==> config.mk <==
export PLATFORM = sky130hd
export DESIGN_NAME = serial_subtractor_16bit
export DESIGN_NICKNAME = d
export VERILOG_FILES = /design/src/rtl/serial_subtractor_16bit.sv
export SDC_FILE = /design/constraint.sdc
export NUM_CORES = 1
export LEC_CHECK = 0
export BUFFER_PORTS_ARGS = -buffer_cell sky130_fd_sc_hd__buf_2
export CORE_MARGIN = 2
export CORE_UTILIZATION = 35
export DETAILED_ROUTE_END_ITERATION = 8
export GPL_TIMING_DRIVEN = 0
export RECOVER_POWER = 100
export SLEW_MARGIN = 40
export SYNTH_ARGS = -nofsm -noshare
export SYNTH_HDL_FRONTEND = slang
export SYNTH_SLANG_ARGS = --single-unit
export TNS_END_PERCENT = 1
==> constraint.sdc <==
create_clock -name clk -period 1.73 [get_ports clk]
set_clock_uncertainty 0.1 [all_clocks]
set_input_delay 0.346 -clock clk [delete_from_list [all_inputs] [get_ports clk]]
set_output_delay 0.346 -clock clk [all_outputs]
set_load 0.005 [all_outputs]
==> src/rtl/serial_subtractor_16bit.sv <==
// serial_subtractor_16bit: bit-serial A - B (A + ~B + 1) with one full-adder cell behind a start/done handshake
module serial_subtractor_16bit #(
  parameter int WIDTH = 16
) (
  input  logic             clk,
  input  logic             rst_n,
  input  logic             start_i,
  input  logic [WIDTH-1:0] a_i,
  input  logic [WIDTH-1:0] b_i,
  output logic             busy_o,
  output logic             done_o,
  output logic [WIDTH-1:0] diff_o,
  output logic             borrow_o,
  output logic             overflow_o
);
  localparam int CW = (WIDTH > 1) ? $clog2(WIDTH) : 1;
  typedef enum logic [1:0] {IDLE, RUN, DONE} state_t;
  state_t           state_q;
  logic [WIDTH-1:0] a_sh_q, b_sh_q, r_sh_q, r_sh_d, diff_q;
  logic [CW-1:0]    cnt_q;
  logic             carry_q, carry_d, s_d, a_msb_q, b_msb_q;
  logic             busy_q, done_q, borrow_q, overflow_q;
  // single full-adder cell on the current LSBs, subtrahend inverted
  always_comb begin
    s_d     = a_sh_q[0] ^ ~b_sh_q[0] ^ carry_q;
    carry_d = (a_sh_q[0] & ~b_sh_q[0]) | (a_sh_q[0] & carry_q) | (~b_sh_q[0] & carry_q);
    r_sh_d  = {s_d, r_sh_q[WIDTH-1:1]};
  end
  // control FSM with datapath shift and registered handshake/result outputs
  always_ff @(posedge clk or negedge rst_n) begin
    if (!rst_n) begin
      state_q    <= IDLE;
      a_sh_q     <= '0;
      b_sh_q     <= '0;
      r_sh_q     <= '0;
      cnt_q      <= '0;
      carry_q    <= 1'b0;
      a_msb_q    <= 1'b0;
      b_msb_q    <= 1'b0;
      busy_q     <= 1'b0;
      done_q     <= 1'b0;
      diff_q     <= '0;
      borrow_q   <= 1'b0;
      overflow_q <= 1'b0;
    end else begin
      case (state_q)
        IDLE: begin
          done_q <= 1'b0;
          if (start_i) begin
            state_q <= RUN;
            a_sh_q  <= a_i;
            b_sh_q  <= b_i;
            a_msb_q <= a_i[WIDTH-1];
            b_msb_q <= b_i[WIDTH-1];
            carry_q <= 1'b1;
            cnt_q   <= '0;
            busy_q  <= 1'b1;
          end
        end
        RUN: begin
          a_sh_q  <= a_sh_q >> 1;
          b_sh_q  <= b_sh_q >> 1;
          r_sh_q  <= r_sh_d;
          carry_q <= carry_d;
          cnt_q   <= cnt_q + 1'b1;
          if (cnt_q == CW'(WIDTH - 1)) begin
            state_q    <= DONE;
            busy_q     <= 1'b0;
            done_q     <= 1'b1;
            diff_q     <= r_sh_d;
            borrow_q   <= ~carry_d;
            overflow_q <= (a_msb_q != b_msb_q) && (s_d != a_msb_q);
          end
        end
        default: begin
          state_q <= IDLE;
          done_q  <= 1'b0;
        end
      endcase
    end
  end
  assign busy_o     = busy_q;
  assign done_o     = done_q;
  assign diff_o     = diff_q;
  assign borrow_o   = borrow_q;
  assign overflow_o = overflow_q;
endmodule
==> impl_metrics.csv <==
group,metric,value,unit
logic_synthesis,synth_edf_count,0,
logic_synthesis,synth_nets,361,
timing,tightest_slew,0.784,ns
timing,drv_slew,0,
power_and_ir_drop,p_switching,0.00242,W
logic_synthesis,seq_area_frac_synth,0.553,
status,outcome,"completed",
drt,drc_errors,0,
die,io_pins,55,
worst_setup_path,crit_arrival,1.79,ns
drt,via_per_inst,4.92,
die,die_h,103,um
logic_synthesis,async_reset_ff_frac,1.00,
logic_synthesis,synth_area_leaders,"dfrtp_1 55%, mux2_4 7.0%, a22oi_1 6.3%, nor2b_1 5.6%, nand2_1 5.5%",
logic_synthesis,yosysMostFrequentCell,"dfrtp_1",
final_layout,drive_gt1_frac,0.230,
timing,hold_viol_final,0,
final_layout,area_growth,19.9,%
die,core_area,9640,um2
worst_setup_path,startpoint_type,"register",
place,placed_cells,512,
power_and_ir_drop,swShare,0.343,
final_layout,utilization,0.428,
power_and_ir_drop,p_leak,1.90,nW
global_routing,grt_usage,0.152,
job,cap_viol_max_count,0,
global_routing,grt_start_max_net_pins,47,
logic_synthesis,ys_seq_elements,76,
logic_synthesis,ys_warn_count,0,
die,start_util,0.357,
clock_tree,h-tree-depth,3,
timing,rsz0062_at_grt,"no",
clock_tree,cts_root_buffer,"clkbuf_8",
worst_setup_path,end_kind,"register",
logic_synthesis,syn_avg_cell_area,10.6,um2
drt,ant_nets,0,
place,hpwl,5020,um
timing,setup_violations,0,
clock_tree,cts.sinks,76,
final_layout,nNetsFinal,428,
place,io_buffers,54,
final_layout,seq_area,1900,um2
clock_tree,cts_tree,"done",
logic_synthesis,synth_top_area_frac,0.553,
worst_setup_path,cp_max_fo,10,
worst_setup_path,critical_path_class,"register to register",
power_and_ir_drop,pwr-share-clk,0.230,
place,dp_slack,0.0555,ns
drt,wire_per_inst,14.2,um
die,die_x,103,um
die,num_rows,36,
final_layout,multi_input_area,1410,um2
logic_synthesis,ys_types,32,
power_and_ir_drop,power,0.00706,W
min_path,hold_class,"input pin to register",
power_and_ir_drop,p_per_area,1710,nW/um2
final_layout,n_antenna_cell,0,
timing,finalSetupTns,0,ns
final_layout,fin_cells,528,
global_routing,grt_pass1_wl,12400,um
final_layout,fillers,990,
clock_tree,cts.clk_slew.worst_paths,0.08,ns
logic_synthesis,syn_area,3440,um2
clock_tree,clockBufferDepth,2,
logic_synthesis,yosys-top-cells-count,"76 x dfrtp_1, 50 x nand2_1, 34 x a21oi_1",
logic_synthesis,ys.flop_type,"dfrtp_1",
power_and_ir_drop,p_comb_frac,0.342,
logic_synthesis,synth_top_area_cell,"dfrtp_1",
place,place_congestion,0.729,
timing,worst_slack,0.0776,ns
timing,finalCritPeriodShare,0.955,
timing,period_needed,1.65,ns
power_and_ir_drop,pwr-share-seq,0.428,
global_routing,grt_pass1_vias,2500,
logic_synthesis,synthCells,324,
drt,wl,7510,um
drt,dr.pass1.iters,4,
global_routing,overflow,0,
timing,clock.fmax,0.605,GHz
global_routing,antenna_found_initial,0,
clock_tree,clk_latency,0.35,ns
worst_setup_path,cp.required,1.87,ns
power_and_ir_drop,max-vdd-ir-drop,0.754,mV
drt,drt_iter0_drc,73,
die,dieArea,10600,um2
power_and_ir_drop,p_int,0.00464,W
clock_tree,cts_buffers,9,
drt,vias,2597,
timing,max_slew_margin,0.478,
metrics by stage:
step	instance area (um2)	hold WS [ns]
3_3_place_gp	3870	0.363
2_1_floorplan	3440	-0.0496
3_5_place_dp	3910	0.145
6_report	4120	0.143
5_1_grt	4120	0.143
4_1_cts	4160	0.119
area by class of cell:
cell class	count	share of cell area
clock buffer	11	0.0343
tap	133	0.0404
multi-input combinational	221	0.341
buffer	23	0.0285
clock inverter	4	0.0237
timing repair buffer	56	0.0671
inverter	4	0.00364
sequential	76	0.461
state kept, by name, indices dropped and copies added, names as in the netlist, 2 cells and up:
register / flops
state_q: 2
cnt_q: 4
b_sh_q: 16
diff_o: 16
a_sh_q: 16
r_sh_q: 15
metal layers:
layer	vias up	track usage	routed length [um]
met1	1254	0.197	3520
met4	0	0.0385	79
met2	76	0.241	3450
met5	-	0	0
li1	1259	-	-
met3	8	0.0597	462
what timing repair did:
action                     CTS  global route
hold buffers                 1             0
setup endpoints to repair    0            12
buffers inserted             0             0
resized for setup            0             3
hold endpoints to repair    30             0
cells in the final DEF, fill, tap and decap left out, drive strengths merged, types with 2 or more instances in the layout:
cell,synthesis,layout
a21oi,34,34
a22o,2,2
a22oi,29,29
buf,16,44
bufinv,0,3
clkbuf,7,45
dfrtp,76,76
inv,4,4
mux2,19,19
nand2,50,50
nand2b,2,2
nand3,2,2
nor2,5,5
nor2b,31,31
o21ai,33,33
cell families (layout without fill, tap and decap cells):
family,count (synthesis),count (layout),synth area share
AOI/OAI and AO/OA,103,103,0.178
adders and majority gates,2,2,0.00946
buffers and inverters,27,98,0.0386
DFF,76,76,0.553
muxes,20,20,0.0826
and+or+nand+nor,96,96,0.138
path summary, 6_finish.rpt:
path / startpoint / to / slack, ns / depth (start not counted)
setup / recovery: cnt_q[0]$_DFFE_PN0P_ / diff_o[6]$_DFFE_PN0P_ / 0.08 / 5
hold / removal: a_i[15] / a_msb_q$_DFFE_PN0P_ / 0.14 / 2
setup reg to reg: cnt_q[0]$_DFFE_PN0P_ / diff_o[6]$_DFFE_PN0P_ / 0.08 / 5
hold reg to reg: r_sh_q[1]$_DFFE_PN0P_ / r_sh_q[1]$_DFFE_PN0P_ / 0.38 / 2
max in group asynchronous: rst_n / carry_q$_DFFE_PN0P_ / 0.22 / 3
min in group asynchronous: rst_n / diff_o[1]$_DFFE_PN0P_ / 0.50 / 2
power by group through the flow:
stage	clock network [W]	logic [W]	registers (W)
after floorplan	0	0.00181	0.00294
after global placement	0	0.00246	0.00302
after detailed placement	0	0.00254	0.00304
after CTS	0.00168	0.00254	0.00301
after global routing	0.00176	0.00275	0.00312
final	0.00163	0.00241	0.00302
worst max-delay path, stage by stage (launching register included):
cell     delay (ns)
dfrtp_1        0.40
ha_2           0.20
and3_4         0.20
and2_4         0.15
buf_6          0.18
mux2_4         0.31
(Power assumes the default switching activity.)
